===== src/rtl/riscv_pkg.sv =====
// riscv_pkg: shared encodings for the RV32I memory stage.
//   - funct3 load/store encodings
//   - ResultSrc encoding that marks a load
//   - LSU FSM state type and access-size type
//   - accessSize(): funct3 -> access size (reserved sizes behave as word)
package riscv_pkg;

  localparam logic [2:0] F3_LB  = 3'b000;
  localparam logic [2:0] F3_LH  = 3'b001;
  localparam logic [2:0] F3_LW  = 3'b010;
  localparam logic [2:0] F3_LBU = 3'b100;
  localparam logic [2:0] F3_LHU = 3'b101;
  localparam logic [2:0] F3_SB  = 3'b000;
  localparam logic [2:0] F3_SH  = 3'b001;
  localparam logic [2:0] F3_SW  = 3'b010;

  localparam logic [1:0] RESULT_SRC_MEM = 2'b01;

  typedef enum logic [1:0] {IDLE, WAIT, DONE} lsu_state_t;

  typedef enum logic [1:0] {SZ_BYTE, SZ_HALF, SZ_WORD} lsu_size_t;

  // funct3[1:0] selects the size; 2'b11 and the other reserved codes act as word.
  function automatic lsu_size_t accessSize(input logic [2:0] f3);
    case (f3[1:0])
      2'b00:   accessSize = SZ_BYTE;
      2'b01:   accessSize = SZ_HALF;
      default: accessSize = SZ_WORD;
    endcase
  endfunction

endpackage


===== src/rtl/lsu_align.sv =====
// lsu_align: combinational lane logic for the memory stage.
// Ports:
//   funct3    in   access size (bits [1:0]) and unsigned flag (bit 2)
//   addrLo    in   byte offset within the word
//   storeData in   right-aligned store data
//   rdataQ    in   captured read word
//   byteEn    out  byte enables for the bus
//   wdataRep  out  lane-replicated store data
//   loadData  out  extracted, sign/zero-extended load data
// Address bits below the access size are ignored: half uses addrLo[1], word none.
module lsu_align
  import riscv_pkg::*;
(
  input  logic [2:0]  funct3,
  input  logic [1:0]  addrLo,
  input  logic [31:0] storeData,
  input  logic [31:0] rdataQ,
  output logic [3:0]  byteEn,
  output logic [31:0] wdataRep,
  output logic [31:0] loadData
);

  lsu_size_t   size;
  logic [31:0] shifted;

  always_comb begin
    size     = accessSize(funct3);
    byteEn   = 4'b1111;
    wdataRep = storeData;
    shifted  = rdataQ;
    loadData = rdataQ;
    case (size)
      SZ_BYTE: begin
        byteEn   = 4'b0001 << addrLo;
        wdataRep = {4{storeData[7:0]}};
        shifted  = rdataQ >> {addrLo, 3'b000};
        loadData = funct3[2] ? {24'b0, shifted[7:0]}
                             : {{24{shifted[7]}}, shifted[7:0]};
      end
      SZ_HALF: begin
        byteEn   = 4'b0011 << {addrLo[1], 1'b0};
        wdataRep = {2{storeData[15:0]}};
        shifted  = rdataQ >> {addrLo[1], 4'b0000};
        loadData = funct3[2] ? {16'b0, shifted[15:0]}
                             : {{16{shifted[15]}}, shifted[15:0]};
      end
      default: begin
        byteEn   = 4'b1111;
        wdataRep = storeData;
        shifted  = rdataQ;
        loadData = rdataQ;
      end
    endcase
  end

endmodule


===== src/rtl/mem_stage_lsu.sv =====
// mem_stage_lsu: memory-stage load/store unit, single outstanding access on a
// req/gnt/rvalid data bus. Holds the pipeline (StallM) until the response is in.
// Ports:
//   clk, rst                         clock, async active-high reset
//   MemWriteM, ResultSrcM, funct3M   M-stage control (store / load / size+sign)
//   ALUResultM, WriteDataM           effective byte address, store data
//   StallM                           freeze F/D/E/M, bubble W
//   ReadDataM                        extended load data, valid in DONE only
//   dmem_req/we/addr/be/wdata        bus request (all zero while dmem_req=0)
//   dmem_gnt, dmem_rvalid, dmem_rdata bus grant and response
//   MisalignM                        misaligned flag, only with LSU_MISALIGN_TRAP_EN
// Optional feature macro: LSU_MISALIGN_TRAP_EN (misaligned half/word never issue).
//
// state | meaning
// IDLE  | no access in flight; issues request when M holds an access
// WAIT  | granted, waiting for rvalid
// DONE  | response captured; stall released, M advances next edge
module mem_stage_lsu
  import riscv_pkg::*;
#(
  parameter int ADDR_W = 32,
  parameter int DATA_W = 32
) (
  input  logic              clk,
  input  logic              rst,
  input  logic              MemWriteM,
  input  logic [1:0]        ResultSrcM,
  input  logic [2:0]        funct3M,
  input  logic [ADDR_W-1:0] ALUResultM,
  input  logic [DATA_W-1:0] WriteDataM,
  output logic              StallM,
  output logic [DATA_W-1:0] ReadDataM,
  output logic              dmem_req,
  output logic              dmem_we,
  output logic [ADDR_W-1:0] dmem_addr,
  output logic [3:0]        dmem_be,
  output logic [DATA_W-1:0] dmem_wdata,
  input  logic              dmem_gnt,
  input  logic              dmem_rvalid,
  input  logic [DATA_W-1:0] dmem_rdata
`ifdef LSU_MISALIGN_TRAP_EN
  ,
  output logic              MisalignM
`endif
);

  lsu_state_t  state, stateNext;
  logic [31:0] rdataQ;
  logic        isStore, isLoad, access, issue;
  logic [3:0]  byteEn;
  logic [31:0] wdataRep, loadData;

  assign isStore = MemWriteM;
  assign isLoad  = (ResultSrcM == RESULT_SRC_MEM) && !MemWriteM;
  assign access  = MemWriteM | (ResultSrcM == RESULT_SRC_MEM);

`ifdef LSU_MISALIGN_TRAP_EN
  lsu_size_t sizeM;
  logic      misalign;
  assign sizeM     = accessSize(funct3M);
  assign misalign  = access && (((sizeM == SZ_HALF) && ALUResultM[0]) ||
                                ((sizeM == SZ_WORD) && (ALUResultM[1:0] != 2'b00)));
  assign issue     = access & ~misalign;
  assign MisalignM = misalign && (state == IDLE);
`else
  assign issue = access;
`endif

  lsu_align uAlign (
    .funct3    (funct3M),
    .addrLo    (ALUResultM[1:0]),
    .storeData (WriteDataM),
    .rdataQ    (rdataQ),
    .byteEn    (byteEn),
    .wdataRep  (wdataRep),
    .loadData  (loadData)
  );

  always_comb begin
    stateNext = state;
    dmem_req  = 1'b0;
    StallM    = 1'b0;
    case (state)
      IDLE: begin
        if (issue) begin
          dmem_req = 1'b1;
          StallM   = 1'b1;
          if (dmem_gnt) stateNext = dmem_rvalid ? DONE : WAIT;
        end
      end
      WAIT: begin
        StallM = 1'b1;
        if (dmem_rvalid) stateNext = DONE;
      end
      DONE:    stateNext = IDLE;
      default: stateNext = IDLE;
    endcase
  end

  always_ff @(posedge clk or posedge rst) begin
    if (rst) begin
      state  <= IDLE;
      rdataQ <= '0;
    end else begin
      state <= stateNext;
      // capture on the response edge, whether it arrives with gnt or later
      if (((state == IDLE) && issue && dmem_gnt && dmem_rvalid) ||
          ((state == WAIT) && dmem_rvalid))
        rdataQ <= dmem_rdata;
    end
  end

  assign dmem_we    = dmem_req & isStore;
  assign dmem_addr  = dmem_req ? {ALUResultM[ADDR_W-1:2], 2'b00} : '0;
  assign dmem_be    = dmem_req ? byteEn : 4'b0000;
  assign dmem_wdata = dmem_req ? wdataRep : '0;
  assign ReadDataM  = ((state == DONE) && isLoad) ? loadData : '0;

endmodule

===== config.mk =====
export PLATFORM = sky130hd
export DESIGN_NAME = mem_stage_lsu
export DESIGN_NICKNAME = d
export VERILOG_FILES = /design/src/rtl/riscv_pkg.sv /design/src/rtl/lsu_align.sv /design/src/rtl/mem_stage_lsu.sv
export SDC_FILE = /design/constraint.sdc
export NUM_CORES = 1
export LEC_CHECK = 0
export CORE_ASPECT_RATIO = 0.9
export CORE_MARGIN = 5
export CORE_UTILIZATION = 35
export CTS_BUF_LIST = sky130_fd_sc_hd__clkbuf_2 sky130_fd_sc_hd__clkbuf_4 sky130_fd_sc_hd__clkbuf_8
export CTS_CLUSTER_SIZE = 25
export DETAILED_ROUTE_END_ITERATION = 6
export GPL_TIMING_DRIVEN = 0
export PLACE_DENSITY = 0.83
export SLEW_MARGIN = 0
export SYNTH_ARGS = -nofsm -noshare
export SYNTH_HDL_FRONTEND = slang
export SYNTH_SLANG_ARGS = --single-unit

===== constraint.sdc =====
create_clock -name clk -period 2.3 [get_ports clk]
set_input_delay 0.345 -clock clk [delete_from_list [all_inputs] [get_ports clk]]
set_output_delay 0.345 -clock clk [all_outputs]
set_load 0.1 [all_outputs]

* Yosys cells after proc, flatten, opt, wreduce, memory -nomap -nowiden
Cells that the tools add are included.
** Storage, ports and cells
- Register bits :: 34
- Input port bits :: 106
- Output and inout port bits :: 103
- Word-level logic and storage cells :: 46
** Cells by class
- Eq/ne operators :: 8
- Shifts and indexed selects :: 4
- Muxes and demuxes :: 18
- Bitwise gates (word level) :: 2
- Reductions and logical operators :: 12
** Operator list (number)
- 32-bit two-way mux :: 5
- 32-bit case mux with 2 select lines :: 2
- 32-bit by 5-bit right shift with 16-bit output :: 1
- 32-bit by 5-bit right shift with 8-bit output :: 1
- 2-bit by 1-bit equality test with 1-bit output (second input constant) :: 4
- 2-bit two-way mux :: 4
- 2-bit case mux with 2 select lines :: 2
- 4-bit case mux with 2 select lines :: 1
- 1-bit logical AND :: 6
- 2-bit zero test :: 3
- 2-bit != test (second input constant) :: 3
- 4-bit two-way mux :: 1
- 1-bit by 2-bit left shift with 4-bit output (first input constant) :: 1
- 2-bit by 2-bit left shift with 4-bit output (first input constant) :: 1
- 3-bit AND reduction :: 1
- 2-bit equality test (second input constant) :: 1
- 1-bit two-way mux :: 2
- 1-bit case mux with 2 select lines :: 1
- 1-bit bitwise AND :: 1
- 1-bit zero test :: 1
- 1-bit logical OR :: 1
- 1-bit bitwise OR :: 1

* Logic depth before layout (Yosys ltp)
- Depth after elaboration :: 6
- Gate-level depth with buffers :: 6
- Depth with buffers taken out :: 4

* Cells and area by module
From an unflattened synthesis, not the netlist that was laid out.
** Second synthesis, totals
- Cells, all modules :: 462
- Area, all modules :: 3672.3 µm²
** By module, submodules not included
- mem_stage_lsu :: instances 1, cells each 291, area an instance 2381.0 µm², seq. area each 850.8 µm²
- lsu_align :: instances 1, cells each 171, area an instance 1291.2 µm², seq. area each 0.0 µm²

* Worst setup path after synthesis
Ideal clock, no wire load.
- Path kind :: input -> output
- Start point :: input port funct3M[0]
- End point :: output port ReadDataM[10]
- Arrival time :: 2.883 ns
- Required time :: 1.955 ns
- Path slack :: -0.928 ns
- Stages on the path :: 6
- Path buffers :: 3
- Cells stage by stage :: buf_2 -> or2_2 -> clkbuf_1 -> or3_1 -> buf_2 -> a21oi_1
** On the way
- Cells in the longest elaborated chain, start to end :: 5
- Elaborated cells between the ends (all ways) :: 7
- Those cells by class :: 2 x eq/ne; 3 x mux; 2 x reduce/logical
** Ends and longest elaborated chain
- start: declaration :: line mem_stage_lsu.sv:28 : input logic [2:0] funct3M,
- 2-bit by 1-bit equality test with 1-bit output / 2-bit zero test (equally long branches) :: line riscv_pkg.sv:25 : case (f3[1:0])
- 2-bit case mux with 2 select lines * :: line riscv_pkg.sv:25
- 2-bit by 1-bit equality test with 1-bit output / 2-bit zero test (equally long branches)
- 32-bit case mux with 2 select lines * :: line lsu_align.sv:32 : case (size)
- 32-bit two-way mux * :: line mem_stage_lsu.sv:117 : assign ReadDataM = ((state == DONE) && isLoad) ? loadData : '0;
- end: declaration :: line mem_stage_lsu.sv:32 : output logic [DATA_W-1:0] ReadDataM,
Every way passes the cells marked *; elsewhere a longest branch is shown, timed or not.

* Worst setup path in the final report
- Start point :: register rdataQ[15]
- End point :: output port ReadDataM[14]
** On the way
- Cells in the longest elaborated chain, start to end :: 4
** Ends and longest elaborated chain
- start: declaration :: line mem_stage_lsu.sv:48 : logic [31:0] rdataQ;
- start signal: assignment :: line mem_stage_lsu.sv:109 : rdataQ <= dmem_rdata;
- 32-bit by 5-bit right shift with 8-bit output :: line lsu_align.sv:36 : shifted = rdataQ >> {addrLo, 3'b000};
- 32-bit two-way mux :: line lsu_align.sv:37 : loadData = funct3[2] ? {24'b0, shifted[7:0]}
- 32-bit case mux with 2 select lines :: line lsu_align.sv:32
- 32-bit two-way mux :: line mem_stage_lsu.sv:117
No other way between the ends.

==> reports/metrics.csv <==
stage,metric,value,unit
status,status,finished with violations,
status,violations,negative setup slack,
sta,worst_pin_slew,0.7208,ns
critical_path,r2r_cells,5,
yosys,ys_top_cells_by_count,"54 x nor2_1, 43 x a21oi_1, 42 x and2_1",
floorplan,fp.coreArea,7657,sq um
floorplan,die-width,104.0,microns
sta,worst_slack,-0.2642,ns
clock_network,root_buffer,clkbuf_8,
yosys,ys_types,36,
detailed_routing,vias_per_cell,5.292,
critical_path,r2r-end,rdataQ[0]$_DFFE_PP0P_,
critical_path,worst_ep_required_time,1.96,ns
floorplan,die_y,94.59,microns
detailed_routing,routedWlPerCell,22.28,microns
sta,hold_viol_final,0,
clock_network,numClockSinks,34,
clock_network,clk_path_buf_depth,2,
cells_and_area,syn_to_final_growth,113.3,%
detailed_routing,first_pass_iters,5,
placement,io_buffers,205,
critical_path,critPathMaxFanout,6,
critical_path,endpoint_kind,output port,
critical_path,path_class,flip-flop to output port,
sta,fin_crit,2.564,ns
yosys,syn_area,2783,sq um
clock_network,cts_hold_buffers,0,
grt,grt_pass1_wl,20.98,mm
yosys,synth_top_area_share,30.58,%
cells_and_area,n_antenna_cell,0,
yosys,synth_seq_area_share,30.58,%
critical_path,path_common_cell,buf_12,
yosys,yosys.area.top_type,dfrtp_1,
yosys,async_flop_share,100.0,%
sta,max_freq,390.0,MHz
clock_network,cts_tree,yes,
yosys,syn_inst,318,
grt,antenna_found_initial,0,
clock_network,clk_pin_slew,0.07,ns
placement,place.gp.congestion,0.9251,
floorplan,start_util,36.34,%
detailed_routing,drtIter0Drc,269,
power_and_ir_drop,ir_worst_vdd,343.7,uV
critical_path,cpPeakStageDelay,0.48,ns
run,maxCapViolations,0,
yosys,synth_edf_count,0,
sta,finalCritPeriodShare,111.5,%
power_and_ir_drop,power_density,605.8,nW/um^2
yosys,syn_area_per_cell,8.751,sq um
worst_hold_path,min_path_type,input pin to async pin,
power_and_ir_drop,power.static_leakage,2.627,nW
critical_path,worstPathArrival,2.22,ns
critical_path,ff2ff_setup_slack,0.31,ns
grt,grt_usage,27.02,%
cells_and_area,drive_gt1_share,47.83,%
grt,grt_pass1_vias,3560,
yosys,synth_area_leaders,"dfrtp_1 31%, mux2_4 16%, and2_1 9.4%, a21oi_1 7.7%, nor2_1 7.3%",
sta,setup_viol,24,
yosys,yosysMostFrequentCell,nor2_1,
critical_path,cp-start-kind,flip-flop,
cells_and_area,nets,657,
detailed_routing,wl,14.44,mm
detailed_routing,drtAntennaViolNets,0,
cells_and_area,final_cell_area,5936,sq um
detailed_routing,via_count,3429,
sta,skew,0.006288,ns
yosys,yosys_most_used_dff,dfrtp_1,
placement,dpl_cell_area,5231,sq um
clock_network,htree_levels,2,
clock_network,cts_buffers,5,
floorplan,rows,30,
placement,hpwlAfterDp,10.73,mm
critical_path,slowest_stage,mux4_2,
placement,post-place-ws,-1.612,ns
grt,grt_max_degree,35,
clock_network,clk_latency,0.30,ns
floorplan,ios,209,
sta,hold_ws,0.4872,ns
detailed_routing,drc_errors,0,
yosys,synth_warnings,0,
critical_path,path_cells,inv_2 -> mux4_2 -> or3_4 -> buf_12 -> a21oi_4 -> buf_12,
sta,rsz0062_at_grt,yes,
floorplan,dieArea,9836,sq um
grt,overflow,0,
critical_path,r2r_start,state[0]$_DFFE_PP0P_,
sta,slew_headroom,51.88,%
yosys,ys_ff_latch,34,
sta,drv_slew,0,
## layer usage
| layer | vias up | GRT usage, % | share of wire, % | routed length, microns |
|---|---|---|---|---|
| met5 | - | 0 | 0 | 0 |
| met4 | 0 | 7.875 | 2.9 | 417 |
| met3 | 29 | 6.083 | 6.8 | 977 |
| met2 | 177 | 44.21 | 49 | 7103 |
| met1 | 1658 | 35.94 | 41 | 5941 |
| li1 | 1565 | - | - | - |
## through the flow
step / utilization, % / total power [W] / std cells / setup TNS (ns)
6_report: 77.52 / 0.003596 / 648 / -4.601
5_1_grt: 77.52 / 0.003714 / 648 / -6.026
4_1_cts: 75.52 / 0.003503 / 642 / -3.609
3_5_place_dp: 68.32 / 0.002949 / 620 / -131.37
3_3_place_gp: 68.32 / 0.002919 / 620 / -127.70
2_1_floorplan: - / 0.002367 / 319 / -12.85
## critical path: cells and delay by family (launching register included)
kind                   cells  cell delay, ns
muxes                      1            0.48
and+or+nand+nor            1            0.46
buffers and inverters      3            0.42
DFF                        1            0.40
AOI/OAI and AO/OA          1            0.15
## logic make-up (layout without fill, tap and decap cells)
| group | Yosys count | in the layout | synth area share, % |
|---|---|---|---|
| simple gates | 123 | 123 | 21.76 |
| compound gates | 67 | 67 | 14.75 |
| mux | 57 | 57 | 26.66 |
| buf+inv | 36 | 269 | 6.115 |
| flops | 34 | 34 | 30.58 |
| other cells | 1 | 2 | 0.1348 |
## report_power, final
part / internal (W) / switching (W) / total [W]
logic: 0.000800 / 0.00141 / 0.00221
clock network: 0.000253 / 0.000226 / 0.000479
registers: 0.000746 / 0.000161 / 0.000907
total: 0.00180 / 0.00180 / 0.00360
## flip-flops by register name, summed over array words and instances, names as in the netlist
register and flops:
state 2, rdataQ 32
## what timing repair did
item,in CTS,in global routing
endpoints found under the setup margin,101,77
cloned,1,0
hold endpoints to repair,0,0
gates resized for setup,737,33
pin swaps,21,4
buffers inserted,15,7
## layout make-up
class / instances / area, sq um
buffer: 24 / 193.9
clock buffer: 7 / 90.09
clock inverter: 1 / 5.005
fill: 488 / 1722
inverter: 9 / 33.78
multi-input combinational: 249 / 2187
sequential: 34 / 852.1
tap: 96 / 120.1
timing repair buffer: 228 / 2454
## placed cells by master (no fill, tap or decap), drive strengths merged, types with 2 or more instances in the layout
cell	instances
a21oi	43
a222oi	7
a22oi	7
and2	42
buf	131
clkbuf	19
clkdlybuf4s15	7
clkdlybuf4s50	98
conb	2
dfrtp	34
dlygate4sd2	4
inv	9
mux2	40
mux2i	16
nand2	16
nor2	54
nor2b	2
o21ai	5
## worst max-delay path by stage
stage                                start             end  slack (ns)  cells past startpoint
floorplan                       funct3M[0]  dmem_wdata[10]       -0.49                      4
global placement             ALUResultM[1]   ReadDataM[15]       -1.56                      6
detailed placement           ALUResultM[1]   ReadDataM[24]       -1.61                      7
CTS                 rdataQ[15]$_DFFE_PP0P_   ReadDataM[15]       -0.26                      5
global route        rdataQ[15]$_DFFE_PP0P_   ReadDataM[14]       -0.32                      6
finish              rdataQ[15]$_DFFE_PP0P_   ReadDataM[14]       -0.26                      6
No activity file was read; power rests on OpenSTA's default activity.
